===== config.mk =====
export PLATFORM = sky130hd
export DESIGN_NAME = alu_op_sequencer
export DESIGN_NICKNAME = d
export VERILOG_FILES = /design/src/rtl/alu_pkg.sv /design/src/rtl/alu_op_sequencer.sv
export SDC_FILE = /design/constraint.sdc
export NUM_CORES = 1
export LEC_CHECK = 0
export BUFFER_PORTS_ARGS = -buffer_cell sky130_fd_sc_hd__buf_2
export CAP_MARGIN = 20
export CORE_MARGIN = 2
export CORE_UTILIZATION = 45
export CTS_CLUSTER_DIAMETER = 150
export DETAILED_ROUTE_END_ITERATION = 10
export GPL_ROUTABILITY_DRIVEN = 0
export PLACE_DENSITY_LB_ADDON = 0.12
export SKIP_LAST_GASP = 1
export SYNTH_ARGS = -nofsm -noshare
export SYNTH_HDL_FRONTEND = slang
export SYNTH_SLANG_ARGS = --single-unit

===== constraint.sdc =====
create_clock -name clk -period 1.7 [get_ports clk]
set_clock_uncertainty 0.05 [all_clocks]
set_input_delay 0.17 -clock clk [delete_from_list [all_inputs] [get_ports clk]]
set_output_delay 0.17 -clock clk [all_outputs]
set_load 0.01 [all_outputs]

===== src/rtl/alu_pkg.sv =====
// -----------------------------------------------------------------------------
// alu_pkg
// Shared definitions for the ALU operation sequencer and the external ALU it
// drives:
//   - G function codes understood by the ALU (odd logic codes 9/11/13/15 are
//     aliases the ALU folds onto 8/10/12/14 and therefore have no name here)
//   - bit positions inside the 4-bit {V,C,N,Z} flag word
//   - sequencer FSM state type
//   - capture_flags(): builds the response flag word from a raw ALU return
// -----------------------------------------------------------------------------
package alu_pkg;

    // ALU function codes
    localparam logic [3:0] PASS_A  = 4'd0;
    localparam logic [3:0] INC     = 4'd1;
    localparam logic [3:0] ADD     = 4'd2;
    localparam logic [3:0] ADD_C   = 4'd3;
    localparam logic [3:0] ADD_NB  = 4'd4;
    localparam logic [3:0] SUB     = 4'd5;
    localparam logic [3:0] DEC     = 4'd6;
    localparam logic [3:0] PASS_A7 = 4'd7;
    localparam logic [3:0] AND     = 4'd8;
    localparam logic [3:0] OR      = 4'd10;
    localparam logic [3:0] XOR     = 4'd12;
    localparam logic [3:0] NOT_A   = 4'd14;

    // Flag word bit positions
    localparam int FLAG_V = 3;
    localparam int FLAG_C = 2;
    localparam int FLAG_N = 1;
    localparam int FLAG_Z = 0;

    // Sequencer states
    typedef enum logic [1:0] {
        ST_IDLE = 2'd0,
        ST_EXEC = 2'd1,
        ST_RESP = 2'd2
    } seq_state_e;

    // Build {V,C,N,Z} from the ALU return. Logic ops (op[3]=1) carry no
    // meaningful arithmetic status, so V and C are cleared for them whatever
    // the ALU reports.
    function automatic logic [3:0] capture_flags(
        input logic [3:0] op,
        input logic [7:0] result,
        input logic       v,
        input logic       c
    );
        logic [3:0] flags;
        flags = 4'b0000;
        if (op[3]) begin
            flags[FLAG_V] = 1'b0;
            flags[FLAG_C] = 1'b0;
        end else begin
            flags[FLAG_V] = v;
            flags[FLAG_C] = c;
        end
        flags[FLAG_N] = result[7];
        flags[FLAG_Z] = (result == 8'h00);
        return flags;
    endfunction

endpackage


===== src/rtl/alu_op_sequencer.sv =====
// -----------------------------------------------------------------------------
// alu_op_sequencer
// Accepts one ALU command at a time, drives it onto an external combinational
// ALU through registered alu_G/alu_A/alu_B, waits one cycle for the ALU to
// settle, captures result and flags, and presents them on a valid/ready
// response port. An 8-bit accumulator holds the last captured result so a
// command can chain on it in place of cmd_a.
//
// Ports
//   clk, rst_n              clock, asynchronous active-low reset
//   cmd_valid/cmd_ready     command handshake (ready only while idle)
//   cmd_op, cmd_a, cmd_b    function code and operands
//   cmd_chain               1 = use accumulator instead of cmd_a
//   clr_sticky              clears sticky overflow (a same-cycle set wins)
//   alu_G, alu_A, alu_B     registered drive to the external ALU
//   alu_result, alu_V/C     combinational ALU return
//   rsp_valid/rsp_ready     response handshake
//   rsp_result, rsp_flags   captured result and {V,C,N,Z}
//   sticky_v                overflow seen since last clear
//   busy                    sequencer not idle
//
// Timing: accept on edge E0, capture on E1 (rsp_valid high after E1), return
// to idle on the first edge with rsp_ready=1, so at best one command per
// three cycles. Commands offered while busy are dropped, never queued.
// -----------------------------------------------------------------------------
module alu_op_sequencer
    import alu_pkg::*;
(
    input  logic       clk,
    input  logic       rst_n,
    input  logic       cmd_valid,
    output logic       cmd_ready,
    input  logic [3:0] cmd_op,
    input  logic [7:0] cmd_a,
    input  logic [7:0] cmd_b,
    input  logic       cmd_chain,
    input  logic       clr_sticky,
    output logic [3:0] alu_G,
    output logic [7:0] alu_A,
    output logic [7:0] alu_B,
    input  logic [7:0] alu_result,
    input  logic       alu_V,
    input  logic       alu_C,
    output logic       rsp_valid,
    input  logic       rsp_ready,
    output logic [7:0] rsp_result,
    output logic [3:0] rsp_flags,
    output logic       sticky_v,
    output logic       busy
);

    seq_state_e state_r;
    logic [7:0] acc_r;

    logic       accept_s;
    logic       capture_s;
    logic [7:0] operand_a_s;
    logic [3:0] flags_s;

    // Handshake, capture strobe, A-operand select and flag formation
    always_comb begin
        accept_s    = 1'b0;
        capture_s   = 1'b0;
        operand_a_s = cmd_a;
        flags_s     = capture_flags(alu_G, alu_result, alu_V, alu_C);
        // cmd_ready is a registered copy of "state is IDLE"
        if (cmd_valid && cmd_ready) begin
            accept_s = 1'b1;
        end else begin
            accept_s = 1'b0;
        end
        if (state_r == ST_EXEC) begin
            capture_s = 1'b1;
        end else begin
            capture_s = 1'b0;
        end
        if (cmd_chain) begin
            operand_a_s = acc_r;
        end else begin
            operand_a_s = cmd_a;
        end
    end

    // Sequencer FSM with registered handshake, ALU drive and response outputs
    always_ff @(posedge clk or negedge rst_n) begin
        if (!rst_n) begin
            state_r    <= ST_IDLE;
            cmd_ready  <= 1'b1;
            busy       <= 1'b0;
            rsp_valid  <= 1'b0;
            rsp_result <= 8'h00;
            rsp_flags  <= 4'h0;
            acc_r      <= 8'h00;
            alu_G      <= 4'h0;
            alu_A      <= 8'h00;
            alu_B      <= 8'h00;
        end else begin
            case (state_r)
                ST_IDLE: begin
                    if (accept_s) begin
                        // Function code is passed through untouched; the ALU
                        // itself folds the odd logic aliases.
                        alu_G     <= cmd_op;
                        alu_A     <= operand_a_s;
                        alu_B     <= cmd_b;
                        state_r   <= ST_EXEC;
                        cmd_ready <= 1'b0;
                        busy      <= 1'b1;
                    end else begin
                        state_r   <= ST_IDLE;
                    end
                end
                ST_EXEC: begin
                    // ALU has had one full cycle to settle on alu_G/A/B
                    rsp_result <= alu_result;
                    rsp_flags  <= flags_s;
                    acc_r      <= alu_result;
                    rsp_valid  <= 1'b1;
                    state_r    <= ST_RESP;
                end
                ST_RESP: begin
                    if (rsp_ready) begin
                        rsp_valid <= 1'b0;
                        state_r   <= ST_IDLE;
                        cmd_ready <= 1'b1;
                        busy      <= 1'b0;
                    end else begin
                        state_r   <= ST_RESP;
                    end
                end
                default: begin
                    // Unreachable encoding: recover to a clean idle state
                    state_r   <= ST_IDLE;
                    cmd_ready <= 1'b1;
                    busy      <= 1'b0;
                    rsp_valid <= 1'b0;
                end
            endcase
        end
    end

    // Sticky overflow: a capture with V=1 beats a simultaneous clear
    always_ff @(posedge clk or negedge rst_n) begin
        if (!rst_n) begin
            sticky_v <= 1'b0;
        end else if (capture_s && flags_s[FLAG_V]) begin
            sticky_v <= 1'b1;
        end else if (clr_sticky) begin
            sticky_v <= 1'b0;
        end else begin
            sticky_v <= sticky_v;
        end
    end

endmodule

==> results by group <==
Floorplan
  • # IOs: 72
  • Width of the die: 62.3 um
  • Core area: 3310 um^2
  • Die Ht: 62.3 um
  • Cell Rows: 21
  • Die Footprint: 3880 um^2
  • Initial Util: 46.2%

Flow run
  • Max_cap viols: 0

Logic synthesis
  • Mux contribution to synthesized area: 20.0%
  • Top-area cell type share of the netlist area: 58.9%
  • Synth Instances: 113
  • Synth Area in Simple Gates: 6.63%
  • Top cells by area, synth: dfrtp_1 59%, mux2_2 15%, mux2i_1 5.2%
  • Post-synthesis sequential area ratio: 60.6%
  • Synth unique cells: 24
  • Cell taking the most area after synthesis: dfrtp_1
  • Synthesized flop and latch total: 37
  • Ys Warns: 0
  • Post-Synth XOR/XNOR Area: 0%
  • Synth Area in Compound Gates: 7.36%
  • Post-synthesis average cell area: 13.5 um^2
  • Mapped Nets: 149
  • Post-synthesis adder-cell area fraction: 0%
  • Cell area after synthesis: 1530 um^2
  • Combinational family with the most area after synthesis: multiplexers

Routing
  • WL/cell: 12.9 um
  • Vias per cell: 4.84
  • Routed wire length: 3050 um
  • Iter 0 DRT Violations: 76
  • Pre-antenna DRT Iters: 4
  • Vias post-DR: 1148
  • DRC: 0
  • Detail Route Antenna Nets: 0

Power and ir drop
  • Pwr/cell area: 695 nW/um^2
  • LEAKAGE: 1.13 nW
  • Maximum VDD drop: 0.489 mV

STA
  • Final worst setup slack: 0.0264 ns
  • Hold Violations, Final: 0
  • Max Fclk: 598 MHz
  • Slew @ Worst Pin: 0.452 ns
  • Final Setup Violations: 0
  • Slew Viols, Final: 0
  • RSZ-0062 raised after global routing: true
  • Worst slew margin: 69.8%
  • Final period util: 98.4%
  • Minimum clock period: 1.67 ns
  • Setup_tns: 0 ns

Global routing
  • Initial antenna violation count: 0
  • Number of global-route vias before repair: 1199
  • First-pass GRT wire length: 5390 um
  • Pin count of the biggest net entering global routing: 38
  • Overflow after GRT: 0
  • Tot GR Track Use: 17.7%

Finish
  • Layout cells sized above 1: 53.9%
  • Number of fill cells in the layout: 285
  • P&R area growth vs syn: 29.5%
  • Sequential Area: 927 um^2
  • Ant. Diodes: 0
  • Most frequent cells in the layout: 71 x buf_2, 36 x dfrtp_1, 20 x mux2_2
  • Nets: 226
  • Fin util: 59.8%
  • Most common cell after layout, fill and taps aside: buf_2
  • Multi-input gate area: 519 um^2

Clocking
  • Root Driver: clkbuf_4
  • H-tree levels: 2
  • CTS Sinks: 37
  • Worst-Skew Late Latency: 0.32 ns
  • Reg clk slew, reported paths: 0.10 ns
  • Total CTS buffers: 5
  • Clock buffer depth: 2
  • Clock tree from TritonCTS: yes

Setup path
  • Data arrival time of the worst path: 1.83 ns
  • Crit path kind: flop to flop
  • Setup crit end kind: flop
  • R2R Path Start: cmd_ready$_DFFE_PN1P_
  • Worst Setup SP: cmd_ready$_DFFE_PN1P_
  • CP required: 1.86 ns
  • Worst setup SP type: flop
  • Crit Path Max Fanout: 15

Min path
  • Hold Crit Class: input port to flop
  • Worst min-delay path startpoint: cmd_b[1]

Placement
  • Place WS: 0.0369 ns
  • HPWL Detailed: 2320 um
  • Port Buffers: 71

Run status
  • Outcome: finished clean
[Yosys cell counts, drive strengths merged]
cell	count
dfstp	1
o21a	1
a31oi	1
o32a	1
nor4bb	1
nand2	1
nor2b	1
a21boi	1
a21o	1
buf	7
nor4	2
nand3	1
nor2	9
mux2	20
mux2i	8
inv	5
o21ai	6
a21oi	8
dfrtp	36
nand3b	2
[flip-flops by register name, summed over array words and instances, names as in the netlist]
name       flops
cmd_ready      1
busy           1
state_r        2
sticky_v       1
alu_G          4
alu_A          8
alu_B          8
acc_r          7
rsp_flags      4
rsp_valid      1
[per-stage QoR]
step                total power, mW  std cells  instance area, um^2  hold WS [ns]
floorplan                     0.913        113                 1530        -0.176
global placement              0.973        227                 1910         0.180
detailed placement            0.976        227                 1910         0.194
CTS                            1.41        237                 1980       0.00793
global route                   1.46        237                 1980       0.00169
finish                         1.38        237                 1980        0.0261
[per-layer routing]
layer / share of wire (%) / routed length [um] / vias to the layer above / global-route usage, %
met2: 50 / 1530 / 51 / 30.0
met3: 8.0 / 243 / 5 / 5.25
met1: 41 / 1240 / 544 / 21.3
met5: 0 / 0 / - / 0
li1: - / - / 548 / -
met4: 1.1 / 35 / 0 / 6.67
[cells by family after synthesis]
logic type	count (synthesis)
AOI/OAI and AO/OA	19
muxes	28
and+or+nand+nor	17
buffers and inverters	12
DFF	37
[what timing repair did]
| item | 4_1_cts | 5_1_grt |
|---|---|---|
| setup buffers | 0 | 0 |
| hold buffers | 2 | 0 |
| resized for setup | 0 | 1 |
| hold endpoints to repair | 37 | 0 |
| setup endpoints to repair | 0 | 9 |
[critical path, cell delays in order (launching register included)]
cell and delay (ns):
dfstp_2 0.58, nor4bb_4 0.33, buf_4 0.25, mux2_2 0.35
[power breakdown]
part           total, mW  internal (mW)          switching, mW
Combinational     0.0806         0.0414                 0.0392
Sequential         0.880          0.880  0.0000000000000000201
Clock              0.417          0.165                  0.252
[worst paths after layout]
path | cells past startpoint | slack, ns | to
worst max register to register | 3 | 0.03 | alu_G[1]$_DFFE_PN0P_
min in group asynchronous | 3 | 0.37 | alu_G[2]$_DFFE_PN0P_
worst min-delay path | 2 | 0.03 | alu_B[1]$_DFFE_PN0P_
worst max-delay path | 3 | 0.03 | alu_G[1]$_DFFE_PN0P_
max in group asynchronous | 3 | 0.88 | cmd_ready$_DFFE_PN1P_
worst min register to register | 1 | 0.44 | rsp_valid$_DFFE_PN0P_
[final cells by class]
cell class | count | area share [%]
clock buffer | 8 | 2.46
inverter | 5 | 0.948
multi-input combinational | 64 | 26.2
sequential | 37 | 46.8
tap | 46 | 2.91
timing repair buffer | 77 | 20.7
Power figures use the tool's default switching activity.
